File: src/rtl/memory_arbiter_if.sv
// Bus bundle between the two requesting ports, the arbiter and the memory.
// The slave modport is the arbiter's view; master is the requester/memory side.
interface memory_arbiter_if;
  logic        req0;
  logic        req1;
  logic        rw0;
  logic        rw1;
  logic [15:0] addr0;
  logic [15:0] addr1;
  logic [15:0] wdata0;
  logic [15:0] wdata1;
  logic        ack0;
  logic        ack1;
  logic        err0;
  logic        err1;
  logic [15:0] rdata0;
  logic [15:0] rdata1;
  logic        enable;
  logic        rw;
  logic [15:0] address;
  logic [15:0] memoryOut;
  logic [15:0] memoryIn;
  logic        mfc;
  logic        busy;
  logic        grant;

  modport slave (
    input  req0, req1, rw0, rw1, addr0, addr1, wdata0, wdata1, memoryIn, mfc,
    output ack0, ack1, err0, err1, rdata0, rdata1,
    output enable, rw, address, memoryOut, busy, grant
  );

  modport master (
    output req0, req1, rw0, rw1, addr0, addr1, wdata0, wdata1, memoryIn, mfc,
    input  ack0, ack1, err0, err1, rdata0, rdata1,
    input  enable, rw, address, memoryOut, busy, grant
  );
endinterface

File: src/rtl/memory_arbiter.sv
// Two-port arbiter in front of a single asynchronous-handshake memory.
// Alternating tie-break, timeout on a missing mfc, all outputs registered.
module memory_arbiter #(
  parameter int TIMEOUT = 32
) (
  input logic              clk,
  input logic              rst,
  memory_arbiter_if.slave  bus
);

  localparam int             CW       = $clog2(TIMEOUT + 1);
  localparam logic [CW-1:0]  CNT_LAST = CW'(TIMEOUT - 1);

  typedef enum logic [1:0] {
    IDLE    = 2'd0,
    ACCESS  = 2'd1,
    RELEASE = 2'd2
  } state_t;

  typedef struct packed {
    state_t        state;
    logic [CW-1:0] cnt;
    logic          last_grant;
    logic          grant;
    logic          enable;
    logic          rw;
    logic [15:0]   address;
    logic [15:0]   mem_out;
    logic          ack0;
    logic          ack1;
    logic          err0;
    logic          err1;
    logic [15:0]   rdata0;
    logic [15:0]   rdata1;
  } regs_t;

  regs_t r;
  regs_t n;
  logic  mfc_meta;
  logic  mfc_s;
  logic  grant_sel;

  // mfc comes from the memory's own timing domain; only mfc_s is ever used.
  always_ff @(posedge clk) begin
    if (rst) begin
      mfc_meta <= 1'b0;
      mfc_s    <= 1'b0;
    end else begin
      mfc_meta <= bus.mfc;
      mfc_s    <= mfc_meta;
    end
  end

  // NOTE: sequential state uses non-blocking assignments only, so every
  // register samples the pre-edge value of every other register.
  always_ff @(posedge clk) begin
    if (rst) begin
      r            <= '0;
      r.state      <= IDLE;
      r.last_grant <= 1'b1;
    end else begin
      r <= n;
    end
  end

  // NOTE: every field of n starts from the current register value (and the
  // pulses from 0) before any branch, so no path can infer a latch.
  always_comb begin
    n         = r;
    n.ack0    = 1'b0;
    n.ack1    = 1'b0;
    n.err0    = 1'b0;
    n.err1    = 1'b0;
    grant_sel = (bus.req0 && bus.req1) ? ~r.last_grant : bus.req1;

    unique case (r.state)
      IDLE: begin
        if ((bus.req0 || bus.req1) && !mfc_s) begin
          n.state      = ACCESS;
          n.cnt        = '0;
          n.grant      = grant_sel;
          n.last_grant = grant_sel;
          n.enable     = 1'b1;
          n.rw         = grant_sel ? bus.rw1   : bus.rw0;
          n.address    = grant_sel ? bus.addr1 : bus.addr0;
          n.mem_out    = (grant_sel ? bus.rw1 : bus.rw0) ? 16'h0000
                       : (grant_sel ? bus.wdata1 : bus.wdata0);
        end
      end

      ACCESS: begin
        if (mfc_s) begin
          n.state  = RELEASE;
          n.cnt    = '0;
          n.enable = 1'b0;
          if (r.grant) n.ack1 = 1'b1;
          else         n.ack0 = 1'b1;
          if (r.rw) begin
            if (r.grant) n.rdata1 = bus.memoryIn;
            else         n.rdata0 = bus.memoryIn;
          end
        end else if (r.cnt == CNT_LAST) begin
          // Timeout: complete with an error, read data left untouched.
          n.state  = RELEASE;
          n.cnt    = '0;
          n.enable = 1'b0;
          if (r.grant) begin
            n.ack1 = 1'b1;
            n.err1 = 1'b1;
          end else begin
            n.ack0 = 1'b1;
            n.err0 = 1'b1;
          end
        end else begin
          n.cnt = r.cnt + 1'b1;
        end
      end

      RELEASE: begin
        // Wait for the memory to drop mfc, but never forever.
        if (!mfc_s || r.cnt == CNT_LAST) begin
          n.state = IDLE;
          n.cnt   = '0;
        end else begin
          n.cnt = r.cnt + 1'b1;
        end
      end

      default: begin
        n.state  = IDLE;
        n.cnt    = '0;
        n.enable = 1'b0;
      end
    endcase
  end

  assign bus.ack0      = r.ack0;
  assign bus.ack1      = r.ack1;
  assign bus.err0      = r.err0;
  assign bus.err1      = r.err1;
  assign bus.rdata0    = r.rdata0;
  assign bus.rdata1    = r.rdata1;
  assign bus.enable    = r.enable;
  assign bus.rw        = r.rw;
  assign bus.address   = r.address;
  assign bus.memoryOut = r.mem_out;
  assign bus.grant     = r.grant;
  assign bus.busy      = (r.state != IDLE);

endmodule
File: src/flat_wrapper.sv
// flat-port wrapper written by rule: the top's interface ports become plain ports
module memory_arbiter_flat 
#(
  parameter int TIMEOUT = 32
)
  (clk, rst, bus_req0, bus_req1, bus_rw0, bus_rw1, bus_addr0, bus_addr1, bus_wdata0, bus_wdata1, bus_memoryIn, bus_mfc, bus_ack0, bus_ack1, bus_err0, bus_err1, bus_rdata0, bus_rdata1, bus_enable, bus_rw, bus_address, bus_memoryOut, bus_busy, bus_grant);
  memory_arbiter_if bus_i ();
  input logic clk;
  input logic rst;
  input wire logic [$bits(bus_i.req0)-1:0] bus_req0;
  input wire logic [$bits(bus_i.req1)-1:0] bus_req1;
  input wire logic [$bits(bus_i.rw0)-1:0] bus_rw0;
  input wire logic [$bits(bus_i.rw1)-1:0] bus_rw1;
  input wire logic [$bits(bus_i.addr0)-1:0] bus_addr0;
  input wire logic [$bits(bus_i.addr1)-1:0] bus_addr1;
  input wire logic [$bits(bus_i.wdata0)-1:0] bus_wdata0;
  input wire logic [$bits(bus_i.wdata1)-1:0] bus_wdata1;
  input wire logic [$bits(bus_i.memoryIn)-1:0] bus_memoryIn;
  input wire logic [$bits(bus_i.mfc)-1:0] bus_mfc;
  output wire logic [$bits(bus_i.ack0)-1:0] bus_ack0;
  output wire logic [$bits(bus_i.ack1)-1:0] bus_ack1;
  output wire logic [$bits(bus_i.err0)-1:0] bus_err0;
  output wire logic [$bits(bus_i.err1)-1:0] bus_err1;
  output wire logic [$bits(bus_i.rdata0)-1:0] bus_rdata0;
  output wire logic [$bits(bus_i.rdata1)-1:0] bus_rdata1;
  output wire logic [$bits(bus_i.enable)-1:0] bus_enable;
  output wire logic [$bits(bus_i.rw)-1:0] bus_rw;
  output wire logic [$bits(bus_i.address)-1:0] bus_address;
  output wire logic [$bits(bus_i.memoryOut)-1:0] bus_memoryOut;
  output wire logic [$bits(bus_i.busy)-1:0] bus_busy;
  output wire logic [$bits(bus_i.grant)-1:0] bus_grant;
  assign bus_i.req0 = bus_req0;
  assign bus_i.req1 = bus_req1;
  assign bus_i.rw0 = bus_rw0;
  assign bus_i.rw1 = bus_rw1;
  assign bus_i.addr0 = bus_addr0;
  assign bus_i.addr1 = bus_addr1;
  assign bus_i.wdata0 = bus_wdata0;
  assign bus_i.wdata1 = bus_wdata1;
  assign bus_i.memoryIn = bus_memoryIn;
  assign bus_i.mfc = bus_mfc;
  assign bus_ack0 = bus_i.ack0;
  assign bus_ack1 = bus_i.ack1;
  assign bus_err0 = bus_i.err0;
  assign bus_err1 = bus_i.err1;
  assign bus_rdata0 = bus_i.rdata0;
  assign bus_rdata1 = bus_i.rdata1;
  assign bus_enable = bus_i.enable;
  assign bus_rw = bus_i.rw;
  assign bus_address = bus_i.address;
  assign bus_memoryOut = bus_i.memoryOut;
  assign bus_busy = bus_i.busy;
  assign bus_grant = bus_i.grant;
  memory_arbiter #(.TIMEOUT(TIMEOUT)) u_core (.clk(clk), .rst(rst), .bus(bus_i));
endmodule
File: config.mk
export PLATFORM = sky130hd
export DESIGN_NAME = memory_arbiter_flat
export DESIGN_NICKNAME = d
export VERILOG_FILES = /design/src/rtl/memory_arbiter_if.sv /design/src/rtl/memory_arbiter.sv /design/src/flat_wrapper.sv
export SDC_FILE = /design/constraint.sdc
export NUM_CORES = 1
export LEC_CHECK = 0
export ABC_AREA = 1
export CAP_MARGIN = 10
export CORE_MARGIN = 1.5
export CORE_UTILIZATION = 47
export CTS_CLUSTER_DIAMETER = 50
export DETAILED_ROUTE_END_ITERATION = 12
export PLACE_DENSITY_LB_ADDON = 0.05
export SYNTH_ARGS = -nofsm -noshare
export SYNTH_HDL_FRONTEND = slang
export SYNTH_SLANG_ARGS = --single-unit
File: constraint.sdc
create_clock -name clk -period 1.86 [get_ports clk]
set_input_delay 0.279 -clock clk [delete_from_list [all_inputs] [get_ports clk]]
set_output_delay 0.279 -clock clk [all_outputs]
set_load 0.01 [all_outputs]
== Word-level counts from Yosys, hierarchy flattened ==
Index checks and enable logic that the tools add are counted.
Storage, ports and cells
  register bits: 82
  bits of input ports: 87
  output and inout port bits: 72
Cells by class
  add/subtract/negate cells: 1
  eq/ne operators: 6
  mux-type cells: 19
  bitwise logic cells: 5
  reductions and logical operators: 14
Operator list (count)
  two-way mux 16 bit: 3
  two-way mux 44 bit: 1
  one-hot mux 8 bit (3 select lines): 1
  two-way mux 6 bit: 2
  two-way mux 8 bit: 1
  AND reduction 4 bit: 2
  adder 6 x 1 -> 6 bit (second input constant): 1
  equality test 6 x 5 -> 1 bit (second input constant): 1
  two-way mux 1 bit: 6
  two-way mux 2 bit: 3
  AND reduction 3 bit: 2
  NOT 1 bit: 5
  two-way mux 4 bit: 1
  != test 2 x 1 -> 1 bit (second input constant): 2
  OR reduction 4 bit: 1
  != test 3 x 1 -> 1 bit (second input constant): 1
  one-hot mux 1 bit (3 select lines): 1
  equality test 2 x 1 -> 1 bit (second input constant): 1
  equality test 2 bit (second input constant): 1
  logical AND 1 bit: 2
  zero test 2 bit: 1
  logical OR 1 bit: 2
  AND reduction 2 bit: 1
  nonzero test 2 bit: 1
  other kinds (2): 2

== Longest topological paths before layout ==
Gate-level depths: netlist of run 1.
  depth in word-level cells: 6
  depth in mapped cells: 8
  mapped depth without buffers: 8

== Least setup slack after synthesis of run 1 ==
Ideal clock, no wire load.
  path kind: register -> register
  from: register u_core.r[72] (netlist name)
  to: register u_core.r[74] (netlist name)
  data arrival time: 1113 ps
  data required time: 1744 ps
  path slack: 631 ps
  stages on the path, launching flop included: 9
  buffers on the path: 0
  period minus slack after synthesis: 1229 ps
  cells stage by stage: dfxtp_1 -> ha_1 -> nand2_1 -> nor2_1 -> nand2_1 -> nand2_1 -> nand3_2 -> nand2_2 -> nor2_1
On the way
  longest elaborated chain between the ends: 4
RTL lines
  start: declaration: line memory_arbiter.sv:37  | regs_t r;
  start signal: assignment: line memory_arbiter.sv:62  | r <= n;
  adder 6 x 1 -> 6 bit or equality test 6 x 5 -> 1 bit (tied branches)
  two-way mux 6 bit or logical OR 1 bit (tied branches): line memory_arbiter.sv:102, memory_arbiter.sv:121
  two-way mux 8 bit or two-way mux 6 bit (tied branches): line memory_arbiter.sv:92, memory_arbiter.sv:121
  one-hot mux 8 bit (3 select lines) *: line memory_arbiter.sv:76  | unique case (r.state)
Mark *: on every way between the ends. The rest lies on a longest branch, timed or not.
A chain may end at the register's enable or synchronous reset.

== Worst setup path in the final report of run 1 ==
  from: register u_core.r[79] (netlist name)
  to: output bus_busy
On the way
  longest elaborated chain between the ends: 1
RTL lines
  nonzero test 2 bit: line memory_arbiter.sv:148  | assign bus.busy = (r.state != IDLE);
  end: declaration: line flat_wrapper.sv:30  | output wire logic [$bits(bus_i.busy)-1:0] bus_busy;
No other way between the ends.

==> results.py, run 1 <==
metrics = {
    "critical_path": {
        "arrival_ps": 1520,
        "rr_worst_depth": 7,
        "criticalPathCategory": "reg -> out",
        "r2r_setup_slack_ps": 310,
        "r2r_end": "u_core.bus.rdata0[10]",
        "critPathCapture": "bus_busy",
        "crit_required_ps": 1580,
        "endpoint_kind": "primary output",
        "timing.rr.start": "u_core.r[79]",
        "cp-start-kind": "register",
        "critPathLaunch": "u_core.r[79]",
        "crit_fanout": 4,
    },
    "place": {
        "gp_congestion": 0.853,
        "port_buffers": 158,
        "hpwl_um": 6630,
    },
    "sta": {
        "final_hold_viol_count": 0,
        "drv_slew": 0,
        "finalCriticalPeriod_ps": 1800,
        "fin_crit_sh_pct": 96.7,
        "slew-limit-headroom_pct": 75.0,
        "max_freq_mhz": 556,
        "worstMarginPinSlew_ps": 374,
        "setup_viol": 0,
        "rsz0062_at_grt": "no",
        "tns_ps": 0,
        "worst_hold_slack_ps": 409,
        "fin_skew_ps": 13.2,
    },
    "global_routing": {
        "grt_max_degree": 39,
        "grt_usage_pct": 21.4,
        "grt_pass1_vias": 3405,
        "grt_first_pass_wirelength_um": 15200,
        "antenna_found_initial": 0,
        "grt_overflow": 0,
    },
    "route": {
        "wl_um": 9280,
        "drt_iter0_drc": 121,
        "vias": 3601,
        "ant_nets": 0,
        "route.detailed.drc": 0,
        "wl_per_cell_um": 12.2,
        "viasPerCell": 4.72,
        "drt_first_pass_iters": 4,
    },
    "die": {
        "rows": 33,
        "coreArea_um2": 8260,
        "die_x_um": 95.3,
        "io-pin-count": 159,
        "die_height_um": 95.3,
        "dieArea_um2": 9090,
        "start_util_pct": 48.5,
    },
    "clock_network": {
        "cts.sinks": 82,
        "numCtsBuffers": 9,
        "htreeDepth": 3,
        "cts_tree": "done",
        "cts.hold.buffers_added": 0,
        "cts_resized": 0,
        "cts-root-buf": "clkbuf_8",
        "cts_setup_buffers": 0,
        "cts_buffer_depth": 2,
        "path_clk_slew_ps": 80,
        "clock_latency_ps": 340,
    },
    "cells_and_area": {
        "multi_input_area_um2": 1620,
        "regArea_um2": 1640,
        "drive_gt1_share_pct": 6.69,
        "syn_to_final_growth_pct": 33.6,
        "fill_cells": 797,
        "fin_nets": 741,
        "diodes": 0,
        "mostFrequentLayoutCell": "nand2_1",
        "final_cell_mix": "159 x nand2_1, 158 x clkdlybuf4s50_1, 82 x nor2_1",
    },
    "flow_run": {
        "maxCapViolations": 0,
    },
    "logic_synthesis": {
        "ys_top_cells_by_area": "dfxtp_1 41%, nand2_1 15%, buf_4 13%, nor2_1 7.7%, a21oi_1 4.9%",
        "yosysWarnings": 0,
        "synth_top_area_cell": "dfxtp_1",
        "ys_ff_latch": 82,
        "synth_top_area_share_pct": 41.0,
        "syn_area_um2": 4010,
        "syn_nets": 654,
        "syn_area_per_cell_um2": 7.08,
        "syn_inst": 566,
        "yosysSeqAreaShare_pct": 41.0,
        "synth_cell_type_count": 27,
    },
    "power": {
        "p_total_uw": 3920,
        "p_per_area_nw_per_um2": 731,
        "leakage_uw": 0.00216,
        "ir_worst_vdd_mv": 0.408,
    },
    "hold_path": {
        "hold_path_class": "reg -> reg",
        "hold_depth": 2,
    },
    "outcome": {
        "status": "complete, no violations",
    },
}
-- layout make-up --
class,instances,area share (%)
clock inverter,6,1.26
inverter,24,1.78
timing repair buffer,167,31.3
clock buffer,10,2.38
tap,105,2.45
multi-input combinational,369,30.2
sequential,82,30.7
-- per-stage QoR --
| stage | worst slack [ps] | instances | instance area [um2] | utilization (%) |
|---|---|---|---|---|
| after floorplan | 631 | 566 | 4010 | - |
| after global placement | 40.3 | 747 | 5160 | 62.5 |
| after detailed placement | 53.3 | 747 | 5160 | 62.5 |
| after CTS | 24.6 | 763 | 5350 | 64.8 |
| after global routing | 4.35 | 763 | 5350 | 64.8 |
| final | 61.9 | 763 | 5350 | 64.8 |
-- synth_stat cells, drive strengths merged --
cell and number:
nand4 1, inv 21, a21oi 39, nor3 1
nand3 37, clkinv 3, clkbuf 7, ha 1
nand2 167, nor2 85, buf 84, dfxtp 82
o21ai 37, nand3b 1
-- critical path: stages, from the launching register on --
cell and delay [ps]:
dfxtp_1 410, nor2_2 70, inv_2 110, clkdlybuf4s50_1 590
-- registers in the layout, indices dropped and copies added (netlist names) --
| register | count |
|---|---|
| u_core.bus.memoryOut | 16 |
| u_core.bus.rdata0 | 16 |
| u_core.mfc_s | 1 |
| u_core.bus.err1 | 1 |
| u_core.bus.err0 | 1 |
| u_core.bus.ack1 | 1 |
| u_core.bus.rw | 1 |
| u_core.bus.grant | 1 |
| u_core.bus.enable | 1 |
| u_core.bus.address | 16 |
| u_core.bus.rdata1 | 16 |
| u_core.mfc_meta | 1 |
| u_core.bus.ack0 | 1 |
| u_core.r | 9 |
-- how the worst min path moves through the flow --
stage / start / end / slack [ps]
after floorplan: bus_mfc / u_core.mfc_meta / 390
after global placement: u_core.mfc_meta / u_core.mfc_s / 400
after detailed placement: u_core.mfc_meta / u_core.mfc_s / 400
after CTS: u_core.mfc_meta / u_core.mfc_s / 400
after global routing: u_core.mfc_meta / u_core.mfc_s / 410
final: u_core.mfc_meta / u_core.mfc_s / 410
-- logic make-up (layout without fill, tap and decap cells) --
family	after synthesis	after routing	share of synthesized area (%)
compound gates	76	76	9.77
fa+ha+maj	1	1	0.312
buf+inv	115	207	18.7
simple gates	292	292	30.2
flops	82	82	41.0
-- layer usage --
layer | vias to the layer above | GRT usage [%] | share of wire (%)
li1 | 1891 | - | -
met1 | 1576 | 24.5 | 43
met2 | 114 | 36.8 | 47
met3 | 20 | 5.02 | 7.2
met4 | 0 | 11.2 | 3.1
met5 | - | 0 | 0
-- power by group --
part           internal, uW  switching, uW  total, uW
clock network           623            649       1270
logic                   402            369        771
registers              1830           44.9       1870
(Power assumes the default switching activity.)
==> run 2, diff against run 1 <==
--- a/config.mk
+++ b/config.mk
@@ -11,7 +11,7 @@
 export CORE_UTILIZATION = 47
 export CTS_CLUSTER_DIAMETER = 50
 export DETAILED_ROUTE_END_ITERATION = 12
-export PLACE_DENSITY_LB_ADDON = 0.05
+export PLACE_DENSITY = 0.86
 export SYNTH_ARGS = -nofsm -noshare
 export SYNTH_HDL_FRONTEND = slang
 export SYNTH_SLANG_ARGS = --single-unit
==> results.py, run 2 (same netlist as run 1, synthesis figures left out) <==
metrics = {
    "sta": {
        "drv_slew": 0,
        "worst_hold_slack_ps": 418,
        "slew-limit-headroom_pct": 74.9,
        "fin_skew_ps": 14.5,
        "final_hold_viol_count": 0,
        "fin_crit_sh_pct": 95.1,
        "finalCriticalPeriod_ps": 1770,
        "tns_ps": 0,
        "rsz0062_at_grt": "no",
        "max_freq_mhz": 565,
        "timing.final.ws_setup_ps": 90.3,
        "setup_viol": 0,
        "worstMarginPinSlew_ps": 375,
    },
    "die": {
        "die_x_um": 95.3,
        "io-pin-count": 159,
        "rows": 33,
        "dieArea_um2": 9090,
        "coreArea_um2": 8260,
        "start_util_pct": 48.5,
        "die_height_um": 95.3,
    },
    "power": {
        "leakage_uw": 0.00216,
        "p_seq_share_pct": 49.1,
        "power_switching_uw": 1060,
        "switching_share_pct": 27.7,
        "p_per_area_nw_per_um2": 713,
        "pwr-share-clk_pct": 30.3,
        "p_total_uw": 3820,
        "p_int_uw": 2760,
        "ir_worst_vdd_mv": 0.347,
        "comb_power_share_pct": 20.6,
    },
    "clock_network": {
        "htreeDepth": 3,
        "cts_buffer_depth": 2,
        "path_clk_slew_ps": 90,
        "numCtsBuffers": 9,
        "clock_latency_ps": 340,
        "cts.sinks": 82,
        "cts_tree": "done",
        "cts_setup_buffers": 0,
        "cts-root-buf": "clkbuf_8",
    },
    "hold_path": {
        "hold_depth": 2,
        "hold_path_class": "reg -> reg",
    },
    "critical_path": {
        "crit_family": "buffers and inverters",
        "slowest_stage": "clkdlybuf4s50_1",
        "arrival_ps": 1490,
        "crit_required_ps": 1580,
        "cp-start-kind": "register",
        "crit_fanout": 6,
        "critPathMaxStageDelay_ps": 580,
        "crit_buf_inv": 2,
        "endpoint_kind": "primary output",
        "rr_worst_depth": 5,
        "critical_path.cell_chain": "nor2_2 > inv_2 > clkdlybuf4s50_1",
        "cp.depth": 3,
        "criticalPathCategory": "reg -> out",
    },
    "cells_and_area": {
        "fin_nets": 743,
        "drive_gt1_share_pct": 7.12,
        "fill_cells": 725,
        "syn_to_final_growth_pct": 33.6,
        "mostFrequentLayoutCell": "nand2_1",
        "diodes": 0,
        "final_cell_mix": "159 x nand2_1, 158 x clkdlybuf4s50_1, 82 x nor2_1",
    },
    "outcome": {
        "status": "complete, no violations",
    },
    "route": {
        "route.detailed.drc": 0,
        "drt_iter0_drc": 120,
        "ant_nets": 0,
        "drt_first_pass_iters": 4,
        "viasPerCell": 4.96,
        "wl_um": 9680,
        "vias": 3793,
        "wl_per_cell_um": 12.7,
    },
    "place": {
        "hpwl_um": 7270,
        "port_buffers": 158,
        "gp_congestion": 0.849,
        "post-place-ws_ps": 69.9,
    },
    "global_routing": {
        "grt-busiest-layer": "met2",
        "grt_first_pass_wirelength_um": 15400,
        "grt_usage_pct": 21.6,
        "use_met2_pct": 38.4,
        "grt_pass1_vias": 3528,
        "grt_use_met1_pct": 23.7,
        "use_met3_pct": 6.70,
        "antenna_found_initial": 0,
        "grt_overflow": 0,
        "grt_max_degree": 36,
    },
    "flow_run": {
        "maxCapViolations": 0,
    },
}
==> run 2: changes by cell type in the layout (fill, tap and decap cells not counted), sizes merged <==
cell / before / now
buf: 9 / 11
bufinv: 1 / 0
clkbuf: 10 / 11
clkinv: 6 / 5
inv: 21 / 22
==> run 2: worst paths after layout <==
check	start	end	slack, ps
hold reg to reg	u_core.mfc_meta	u_core.mfc_s	420
setup / recovery	u_core.r[78]	bus_busy	90
hold / removal	u_core.mfc_meta	u_core.mfc_s	420
setup reg to reg	u_core.bus.grant	u_core.bus.rdata0[14]	360
==> run 2: cell type report <==
cell class,count,area (um2),share of cell area (%)
multi-input combinational,369,1620,30.2
sequential,82,1640,30.7
tap,105,131,2.45
inverter,24,95.1,1.78
clock inverter,5,37.5,0.701
clock buffer,11,141,2.64
timing repair buffer,169,1690,31.5
==> run 2: power by group through the flow <==
stage | Clock (uW) | Sequential (uW) | Combinational, uW
final | 1160 | 1880 | 784
after global routing | 1270 | 1880 | 860
after CTS | 1190 | 1880 | 786
after detailed placement | 0 | 1910 | 782
after global placement | 0 | 1910 | 768
after floorplan | 0 | 1910 | 467
==> run 2: layer usage <==
| metal | part of all wire, % | wire, um |
|---|---|---|
| met1 | 40 | 3840 |
| met4 | 1.8 | 178 |
| met5 | 0 | 0 |
| met3 | 9.5 | 918 |
| met2 | 49 | 4740 |
==> run 2: tightest hold or removal path, stage by stage (launching register included) <==
cell and delay, ps:
dfxtp_1 310, inv_1 50, nor2_1 30
==> run 2: timing repair <==
item,4_1_cts,5_1_grt
gates resized for setup,1,1
endpoints found under the setup margin,1,1
hold buffers,0,0
endpoints found under the hold margin,0,0
pin swaps,0,0
cloned,0,0
==> run 2: stage by stage <==
stage / utilization [%] / cell area [um2] / std cells
2_1_floorplan: - / 4010 / 566
3_5_place_dp: 62.6 / 5170 / 749
5_1_grt: 64.8 / 5350 / 765
6_report: 64.8 / 5350 / 765
3_3_place_gp: 62.6 / 5170 / 749
4_1_cts: 64.8 / 5350 / 765
==> run 3, diff against run 2 <==
--- a/config.mk
+++ b/config.mk
@@ -7,10 +7,10 @@
 export LEC_CHECK = 0
 export ABC_AREA = 1
 export CAP_MARGIN = 10
-export CORE_MARGIN = 1.5
 export CORE_UTILIZATION = 47
 export CTS_CLUSTER_DIAMETER = 50
 export DETAILED_ROUTE_END_ITERATION = 12
+export GPL_ROUTABILITY_DRIVEN = 0
 export PLACE_DENSITY = 0.86
 export SYNTH_ARGS = -nofsm -noshare
 export SYNTH_HDL_FRONTEND = slang
==> results.py, run 3 (same netlist as run 1, synthesis figures left out) <==
metrics = {
    "outcome": {
        "status": "complete, no violations",
    },
    "die": {
        "dieArea_um2": 8900,
        "start_util_pct": 48.8,
        "die_height_um": 94.3,
        "coreArea_um2": 8220,
        "rows": 33,
        "io-pin-count": 159,
        "die_x_um": 94.3,
    },
    "cells_and_area": {
        "fin_nets": 742,
        "drive_gt1_share_pct": 6.98,
        "final_cell_mix": "159 x nand2_1, 158 x clkdlybuf4s50_1, 82 x nor2_1",
        "final_cells": 764,
        "syn_to_final_growth_pct": 34.6,
        "mostFrequentLayoutCell": "nand2_1",
        "diodes": 0,
        "final_core_util_pct": 65.6,
        "final_cell_area_um2": 5390,
    },
    "critical_path": {
        "criticalPathCategory": "reg -> out",
        "crit_required_ps": 1580,
        "crit_fanout": 4,
        "arrival_ps": 1520,
        "timing.rr.start": "u_core.bus.grant",
        "critPathLaunch": "u_core.r[79]",
        "cp-start-kind": "register",
        "slowest_stage": "clkdlybuf4s50_1",
        "crit_buf_inv": 2,
        "critPathMaxStageDelay_ps": 570,
        "crit_family": "buffers and inverters",
        "critical_path.cell_chain": "nor2_2 > inv_2 > clkdlybuf4s50_1",
        "endpoint_kind": "primary output",
    },
    "power": {
        "p_total_uw": 4100,
        "ir_worst_vdd_mv": 0.373,
        "leakage_uw": 0.00218,
        "p_per_area_nw_per_um2": 761,
    },
    "route": {
        "drt_first_pass_iters": 5,
        "route.detailed.drc": 0,
        "drt_iter0_drc": 169,
        "vias": 3732,
        "ant_nets": 0,
        "viasPerCell": 4.88,
        "wl_per_cell_um": 12.8,
        "wl_um": 9800,
    },
    "clock_network": {
        "htreeDepth": 3,
        "cts-root-buf": "clkbuf_8",
        "cts_tree": "done",
        "cts.sinks": 82,
        "cts.hold.buffers_added": 0,
        "cts_setup_buffers": 0,
        "numCtsBuffers": 9,
        "cts_buffer_depth": 2,
        "clock_latency_ps": 350,
        "path_clk_slew_ps": 80,
    },
    "global_routing": {
        "grt_usage_pct": 22.5,
        "grt_first_pass_wirelength_um": 15800,
        "antenna_found_initial": 0,
        "grt_pass1_vias": 3589,
        "grt_max_degree": 36,
        "grt_overflow": 0,
    },
    "hold_path": {
        "hp-start": "u_core.mfc_meta",
        "hold_path_class": "reg -> reg",
    },
    "sta": {
        "final_hold_viol_count": 0,
        "fin_skew_ps": 6.65,
        "rsz0062_at_grt": "no",
        "slew-limit-headroom_pct": 76.7,
        "finalCriticalPeriod_ps": 1800,
        "setup_viol": 0,
        "tns_ps": 0,
        "fin_crit_sh_pct": 96.9,
        "drv_slew": 0,
        "worstMarginPinSlew_ps": 348,
        "max_freq_mhz": 555,
    },
    "place": {
        "place_area_um2": 5160,
        "dp.cells": 748,
        "port_buffers": 158,
        "hpwl_um": 7340,
    },
    "flow_run": {
        "maxCapViolations": 0,
    },
}
run 3: cell count changes in the layout (fill, tap and decap cells not counted), sizes merged:
cell,before,now
clkinv,5,4
bufinv,0,2
clkbuf,11,10
buf,11,10
run 3: stage by stage:
stage	worst slack (ps)	hold WS [ps]
after floorplan	631	386
after global placement	93.5	406
after detailed placement	50.8	409
after CTS	1.89	416
after global routing	1.37	438
final	57.2	414
run 3: what timing repair did:
item                                    4_1_cts  5_1_grt
hold endpoints to repair                      0        0
endpoints found under the setup margin        0        1
resized for setup                             0        1
run 3: cell type report:
cell class                 instances  area, um2
clock buffer                      10        138
clock inverter                     6       88.8
fill                             704       2820
inverter                          24       95.1
multi-input combinational        369       1620
sequential                        82       1640
tap                              105        131
timing repair buffer             168       1680
run 3: path summary, 6_finish.rpt:
kind                                 to  slack, ps  cells past startpoint
setup / recovery               bus_busy         60                      3
hold / removal             u_core.mfc_s        410                      2
hold reg to reg            u_core.mfc_s        410                      2
setup reg to reg  u_core.bus.rdata0[14]        330                      5
run 3: metal layers:
metal  vias up  part of all wire [%]  GRT usage [%]
li1       1890                     -              -
met1      1652                    40           26.0
met3        18                   9.4           6.36
met4         0                   1.9           10.5
met5         -                     0              0
met2       172                    48           38.5
run 3: power by group:
part	switching [uW]	internal [uW]
combinational	377	404
clock	650	795
sequential	48.5	1830
run 3: worst min-delay path, delay by kind of cell, from the launching register on:
kind,cells,cell delay (ps)
flops,1,300
simple gates,1,30
buf+inv,1,50
